--- src/rtl/bcd_scan_pkg.sv ---
// rtl/bcd_scan_pkg.sv - shared FSM encoding, widths and leading-zero blanking helper
package bcd_scan_pkg;

  typedef enum logic [1:0] {
    IDLE   = 2'd0,
    SHIFT  = 2'd1,
    COMMIT = 2'd2
  } state_t;

  localparam int DIGIT_W     = 4;
  localparam int BIN_W       = 14;
  localparam int BCD_MAX     = 9999;
  localparam int SHIFT_STEPS = BIN_W;

  typedef logic [4*DIGIT_W-1:0] bcd_t;

  // Replace zero digits above the ones digit with 4'hF until the first non-zero digit.
  function automatic bcd_t blank_leading(input bcd_t bcd);
    bcd_t r;
    logic lead;
    r    = bcd;
    lead = 1'b1;
    for (int i = 3; i >= 1; i--) begin
      lead = lead & (bcd[i*DIGIT_W +: DIGIT_W] == 4'd0);
      if (lead) r[i*DIGIT_W +: DIGIT_W] = 4'hF;
    end
    return r;
  endfunction

endpackage

--- src/rtl/bcd_scan_if.sv ---
// rtl/bcd_scan_if.sv - load/status and digit scan signal bundle for bcd_scan
interface bcd_scan_if;

  logic [bcd_scan_pkg::BIN_W-1:0]   bin_in;
  logic                             load;
  logic                             busy;
  logic                             done;
  logic                             ovf;
  logic [bcd_scan_pkg::DIGIT_W-1:0] digit_bcd;
  logic [3:0]                       digit_sel;

  modport master (
    output bin_in, load,
    input  busy, done, ovf, digit_bcd, digit_sel
  );

  modport slave (
    input  bin_in, load,
    output busy, done, ovf, digit_bcd, digit_sel
  );

endinterface

--- src/rtl/bcd_scan_bin2bcd_core.sv ---
// rtl/bcd_scan_bin2bcd_core.sv - shift-add-3 (double-dabble) datapath, one bit per step
module bin2bcd_core
  import bcd_scan_pkg::*;
(
  input  logic             clk,
  input  logic             rst_n,
  input  logic             start,
  input  logic             step,
  input  logic [BIN_W-1:0] bin,
  output bcd_t             bcd
);

  localparam int SR_W = 4*DIGIT_W + BIN_W;

  logic [SR_W-1:0] sr;
  logic [SR_W-1:0] sr_adj;

  always_comb begin
    sr_adj = sr;
    for (int i = 0; i < 4; i++) begin
      if (sr[BIN_W + i*DIGIT_W +: DIGIT_W] >= 4'd5)
        sr_adj[BIN_W + i*DIGIT_W +: DIGIT_W] = sr[BIN_W + i*DIGIT_W +: DIGIT_W] + 4'd3;
    end
  end

  // Input is pre-clamped to 9999, so the MSB shifted out is always zero.
  always_ff @(posedge clk or negedge rst_n) begin
    if (!rst_n)
      sr <= '0;
    else if (start)
      sr <= {{(4*DIGIT_W){1'b0}}, bin};
    else if (step)
      sr <= {sr_adj[SR_W-2:0], 1'b0};
  end

  assign bcd = sr[BIN_W +: 4*DIGIT_W];

endmodule

--- src/rtl/bcd_scan.sv ---
// rtl/bcd_scan.sv - binary-to-BCD converter with multiplexed 4-digit scan; BCD_SCAN_BLANK_EN blanks leading zeros
module bcd_scan
  import bcd_scan_pkg::*;
#(
  parameter int DIGITS   = 4,
  parameter int SCAN_DIV = 50000
) (
  input logic       aclk,
  input logic       aresetn,
  bcd_scan_if.slave bus
);

  localparam int PS_W  = $clog2(SCAN_DIV);
  localparam int IDX_W = $clog2(DIGITS);
  localparam logic [PS_W-1:0] PS_LAST = PS_W'(SCAN_DIV - 1);

  state_t state;
  state_t state_nxt;
  logic [3:0] step_cnt;
  logic capture;
  logic step;
  logic [BIN_W-1:0] bin_sat;
  logic ovf_q;
  bcd_t core_bcd;
  bcd_t commit_val;

  logic [DIGITS-1:0][DIGIT_W-1:0] display;
  logic [DIGITS-1:0][DIGIT_W-1:0] display_nxt;

  logic [PS_W-1:0] ps;
  logic [IDX_W-1:0] idx;
  logic [IDX_W-1:0] idx_nxt;
  logic wrap;
  logic [DIGIT_W-1:0] digit_bcd_q;
  logic [DIGITS-1:0] digit_sel_q;

  assign bin_sat = (bus.bin_in > BIN_W'(BCD_MAX)) ? BIN_W'(BCD_MAX) : bus.bin_in;

  bin2bcd_core u_core (
    .clk   (aclk),
    .rst_n (aresetn),
    .start (capture),
    .step  (step),
    .bin   (bin_sat),
    .bcd   (core_bcd)
  );

  always_ff @(posedge aclk or negedge aresetn) begin
    if (!aresetn) state <= IDLE;
    else          state <= state_nxt;
  end

  always_comb begin
    state_nxt = state;
    capture   = 1'b0;
    step      = 1'b0;
    case (state)
      IDLE: begin
        if (bus.load) begin
          capture   = 1'b1;
          state_nxt = SHIFT;
        end
      end
      SHIFT: begin
        step = 1'b1;
        if (step_cnt == 4'(SHIFT_STEPS - 1)) state_nxt = COMMIT;
      end
      COMMIT:  state_nxt = IDLE;
      default: state_nxt = IDLE;
    endcase
  end

  always_ff @(posedge aclk or negedge aresetn) begin
    if (!aresetn) begin
      step_cnt <= '0;
      ovf_q    <= 1'b0;
    end else if (capture) begin
      step_cnt <= '0;
      ovf_q    <= (bus.bin_in > BIN_W'(BCD_MAX));
    end else if (step) begin
      step_cnt <= step_cnt + 4'd1;
    end
  end

`ifdef BCD_SCAN_BLANK_EN
  assign commit_val = blank_leading(core_bcd);
`else
  assign commit_val = core_bcd;
`endif

  // Display only changes in COMMIT, so the scan never shows a partial result.
  assign display_nxt = (state == COMMIT) ? commit_val : display;

  always_ff @(posedge aclk or negedge aresetn) begin
    if (!aresetn) display <= '0;
    else          display <= display_nxt;
  end

  assign wrap    = (ps == PS_LAST);
  assign idx_nxt = wrap ? idx + IDX_W'(1) : idx;

  // Outputs are registered from next-state values so they track display[idx] with no lag.
  always_ff @(posedge aclk or negedge aresetn) begin
    if (!aresetn) begin
      ps          <= '0;
      idx         <= '0;
      digit_sel_q <= ~DIGITS'(1);
      digit_bcd_q <= '0;
    end else begin
      ps          <= wrap ? '0 : ps + PS_W'(1);
      idx         <= idx_nxt;
      digit_sel_q <= ~(DIGITS'(1) << idx_nxt);
      digit_bcd_q <= display_nxt[idx_nxt];
    end
  end

  assign bus.busy      = (state != IDLE);
  assign bus.done      = (state == COMMIT);
  assign bus.ovf       = ovf_q;
  assign bus.digit_bcd = digit_bcd_q;
  assign bus.digit_sel = digit_sel_q;

endmodule

--- src/flat_wrapper.sv ---
// flat-port wrapper written by rule: the top's interface ports become plain ports
module bcd_scan_flat import bcd_scan_pkg::*;
#(
  parameter int DIGITS   = 4,
  parameter int SCAN_DIV = 50000
)
  (aclk, aresetn, bus_bin_in, bus_load, bus_busy, bus_done, bus_ovf, bus_digit_bcd, bus_digit_sel);
  bcd_scan_if bus_i ();
  input logic aclk;
  input logic aresetn;
  input wire logic [$bits(bus_i.bin_in)-1:0] bus_bin_in;
  input wire logic [$bits(bus_i.load)-1:0] bus_load;
  output wire logic [$bits(bus_i.busy)-1:0] bus_busy;
  output wire logic [$bits(bus_i.done)-1:0] bus_done;
  output wire logic [$bits(bus_i.ovf)-1:0] bus_ovf;
  output wire logic [$bits(bus_i.digit_bcd)-1:0] bus_digit_bcd;
  output wire logic [$bits(bus_i.digit_sel)-1:0] bus_digit_sel;
  assign bus_i.bin_in = bus_bin_in;
  assign bus_i.load = bus_load;
  assign bus_busy = bus_i.busy;
  assign bus_done = bus_i.done;
  assign bus_ovf = bus_i.ovf;
  assign bus_digit_bcd = bus_i.digit_bcd;
  assign bus_digit_sel = bus_i.digit_sel;
  bcd_scan #(.DIGITS(DIGITS), .SCAN_DIV(SCAN_DIV)) u_core (.aclk(aclk), .aresetn(aresetn), .bus(bus_i));
endmodule
--- config.mk ---
export PLATFORM = sky130hd
export DESIGN_NAME = bcd_scan_flat
export DESIGN_NICKNAME = d
export VERILOG_FILES = /design/src/rtl/bcd_scan_pkg.sv /design/src/rtl/bcd_scan_if.sv /design/src/rtl/bcd_scan_bin2bcd_core.sv /design/src/rtl/bcd_scan.sv /design/src/flat_wrapper.sv
export SDC_FILE = /design/constraint.sdc
export NUM_CORES = 1
export LEC_CHECK = 0
export BUFFER_PORTS_ARGS = -buffer_cell sky130_fd_sc_hd__buf_2
export CAP_MARGIN = 5
export CELL_PAD_IN_SITES_DETAIL_PLACEMENT = 1
export CELL_PAD_IN_SITES_GLOBAL_PLACEMENT = 1
export CORE_UTILIZATION = 48
export DETAILED_ROUTE_END_ITERATION = 8
export GPL_ROUTABILITY_DRIVEN = 0
export PLACE_DENSITY = 0.77
export SLEW_MARGIN = 20
export SYNTH_ARGS = -nofsm -noshare
export SYNTH_HDL_FRONTEND = slang
export SYNTH_HIERARCHICAL = 1
export SYNTH_SLANG_ARGS = --single-unit
--- constraint.sdc ---
create_clock -name aclk -period 2.1 [get_ports aclk]
set_input_delay 0.315 -clock aclk [delete_from_list [all_inputs] [get_ports aclk]]
set_output_delay 0.315 -clock aclk [all_outputs]
set_load 0.01 [all_outputs]
==> impl_metrics.py <==
metrics = {
    "critical_path": {
        "worst-path-buf-inv": 0,
        "startpoint_type_of_the_worst_setup_path": "flip-flop",
        "critical_path_arrival_ns": 2.24,
        "timing.critical_path.required_ns": 2.38,
        "setup.worst_path.class": "reg2reg",
        "cp_slowest_cell": "sky130_fd_sc_hd__and4_1",
        "timing.critical_path.to_type": "flip-flop",
        "cpLargestDelayFamily": "simple AND/OR/NAND/NOR gates",
        "stage_delay_of_the_slowest_cell_on_the_critical_path_ns": 0.52,
        "timing.critical_path.fanout_max": 13,
        "regToRegSetupSlack_ns": 0.13,
        "cp_cell_sequence": "ha_1, and3_1, and4_1, o221ai_1, o22ai_1",
    },
    "route": {
        "post_drt_via_cell_ratio": 5.85,
        "route.final.wire_length_mm": 9.58,
        "drt_first_iter_violations": 100,
        "drt_drc_violations_left": 0,
        "detailroute.via_count": 3075,
        "detail-route-antenna-nets": 0,
        "detail_route.wl_per_cell_um": 18.2,
        "drt-pass1-iter-count": 4,
    },
    "global_routing": {
        "met2_usage": 0.385,
        "grt_overflow_total": 0,
        "busiest_layer": "met2",
        "grt.total_usage": 0.229,
        "met3_usage": 0.0395,
        "grtUsageMet1": 0.290,
        "grt_antenna_before_repair": 0,
        "wire_length_of_the_first_global_routing_pass_mm": 15.8,
        "grt_max_degree": 80,
        "first_global_vias": 3185,
    },
    "sta": {
        "transition_time_at_the_pin_with_the_least_slew_margin_ns": 0.627,
        "fmax_mhz": 509,
        "grt_setup_unrepaired": "no",
        "timing.slew.headroom": 0.582,
        "fin_crit_sh": 0.936,
        "final-setup-viol-count": 0,
        "report.final.hold_viol_count": 0,
        "setup_total_negative_slack_ns": 0,
        "post-route-min-period_ns": 1.97,
        "worst_clock_skew_ns": 0.00770,
        "final_max_slew_viol_count": 0,
    },
    "pwr": {
        "internal-power_mw": 3.45,
        "power_density_mw_per_mm2": 1200,
        "switchingPower_mw": 2.04,
        "comb_power_share": 0.342,
        "p_sw_frac": 0.372,
        "power.ir.vdd_worst_uv": 520,
        "clock_power_share": 0.226,
        "share_seq_of_total_power": 0.431,
        "p_leak_nw": 2.11,
    },
    "synth": {
        "postSynth.topFlopCell": "sky130_fd_sc_hd__dfrtp_1",
        "synth_cell_types": 54,
        "yosysSeqAreaShare": 0.466,
        "yosys_warnings": 6,
        "synth.ff_latch_count": 79,
        "postSynth.asyncResetShare": 1.00,
        "post_synthesis_cell_count": 405,
        "syn_area_per_cell_um2": 10.5,
        "synthesis.nets": 433,
        "synthesized_cell_area_mm2": 0.00425,
        "synth-edff-count": 0,
    },
    "placement": {
        "port_buffers": 27,
        "detailedPlacementHpwl_mm": 6.48,
        "placed_cells_incl_taps": 509,
    },
    "clock_tree": {
        "clk_transition_reported_paths_ns": 0.08,
        "clk_root_buffer_cell": "sky130_fd_sc_hd__clkbuf_8",
        "tritoncts_num_sinks": 79,
        "worstSkewPairLatency_ns": 0.36,
        "htree_levels": 3,
        "buffers_inserted_by_post_cts_timing_repair": 0,
        "tritoncts": "yes",
        "numCtsBuffers": 9,
        "ctsLongestPathBuffers": 2,
    },
    "floorplan": {
        "die-width_um": 96.1,
        "io_pins": 28,
        "std_cell_rows": 33,
        "die_height_um": 96.1,
        "floorplan.initialDensity": 0.507,
        "die_area_mm2": 0.00924,
        "core_area_mm2": 0.00838,
    },
    "final_layout": {
        "finalNetCount": 444,
        "area_delta_synth_final_pct": 8.12,
        "instances_no_fill": 526,
        "post_route_cells_drive_above_1_share": 0.190,
        "nFillCells": 940,
        "antenna-diode-count": 0,
    },
    "status": {
        "run_status": "completed",
    },
    "hold_path": {
        "path_class_of_the_lowest_slack_min_delay_path": "in2reg",
    },
    "run": {
        "timing.max_cap.violations": 0,
    },
}
cells in the mapped netlist, drive strengths merged (10+ instances only):
cell	count	area share
mux2	14	0.037
mux2i	21	0.049
nand2b	15	0.022
o21ai	29	0.034
dfrtp	76	0.45
clkbuf	10	0.0088
ha	11	0.032
nand3	13	0.015
nor2	23	0.020
nand2	36	0.032
buf	27	0.048
inv	22	0.019
worst register-to-register path, delay by kind of cell (launching register included):
family                     cells  cell delay [ns]
AOI/OAI and AO/OA              2             0.48
DFF                            1             0.42
and+or+nand+nor                2             0.76
adders and majority gates      1             0.23
flip-flops by register name, indices dropped and copies added (netlist names):
name                  flops
u_core/step_cnt           4
u_core/bus.digit_bcd      4
u_core/state              2
u_core/bus.digit_sel      4
u_core/bus.ovf            1
u_core/ps                16
u_core/display           16
u_core/idx                2
u_core/u_core/sr         30
cells in the final DEF, fill, tap and decap left out, drive strengths merged, types with 13 or more instances in the layout:
cell / instances
inv: 22
mux2: 14
nor2: 23
nand3: 13
buf: 36
nand2b: 15
dfrtp: 76
mux2i: 21
o21ai: 29
nand2: 36
worst paths after layout:
path | start | end | depth (start not counted)
hold / removal | bus_bin_in[13] | u_core/u_core/sr[13]$_DFFE_PN0P_ | 3
hold reg to reg | u_core/ps[15]$_DFF_PN0_ | u_core/ps[15]$_DFF_PN0_ | 1
min in group asynchronous | aresetn | u_core/ps[8]$_DFF_PN0_ | 3
setup reg to reg | u_core/ps[0]$_DFF_PN0_ | u_core/bus.digit_bcd[1]$_DFF_PN0_ | 5
setup / recovery | u_core/ps[0]$_DFF_PN0_ | u_core/bus.digit_bcd[1]$_DFF_PN0_ | 5
max in group asynchronous | aresetn | u_core/bus.digit_sel[1]$_DFF_PN1_ | 3
power by group through the flow:
| stage | Clock, mW | Combinational (mW) | Sequential (mW) |
|---|---|---|---|
| floorplan | 0 | 1.59 | 2.22 |
| global placement | 0 | 1.72 | 2.35 |
| detailed placement | 0 | 1.85 | 2.38 |
| CTS | 1.28 | 1.88 | 2.37 |
| global route | 1.33 | 2.09 | 2.42 |
| finish | 1.24 | 1.88 | 2.37 |
timing repair:
action,CTS,global route
endpoints found under the setup margin,0,0
gates resized for setup,0,0
hold buffers,1,0
hold endpoints to repair,76,0
metal layers:
metal | vias to the layer above | wire, um
met5 | - | 0
met4 | 0 | 140
met3 | 11 | 286
met2 | 64 | 4860
li1 | 1431 | -
met1 | 1569 | 4290
per-stage QoR:
stage	utilization	instance area [um^2]	hold slack [ns]	total power, mW	setup slack (ns)
global placement	0.521	4370	0.376	4.07	0.319
detailed placement	0.521	4370	0.376	4.24	0.169
finish	0.548	4600	0.229	5.49	0.134
global route	0.548	4600	0.243	5.84	0.0356
CTS	0.548	4600	0.211	5.53	0.125
floorplan	-	4250	0.0194	3.80	0.494
cells by family (layout without fill, tap and decap cells):
group,count (synthesis),in the layout,share of synthesized area
DFF,79,79,0.466
AOI/OAI and AO/OA,69,69,0.104
and+or+nand+nor,132,132,0.166
muxes,43,43,0.131
xor gates and xnor gates,12,12,0.0247
buffers and inverters,59,75,0.0762
adders and majority gates,11,11,0.0324
layout make-up:
type,instances,area (um^2),share of cell area
well taps,105,131,0.0286
clock buffers,12,145,0.0316
repair buffers,37,240,0.0523
flip-flops and latches,79,1980,0.431
inverters,22,82.6,0.0180
multi-input cells,267,1950,0.423
clock inverters,4,70.1,0.0152
No activity file was read; power rests on OpenSTA's default activity.
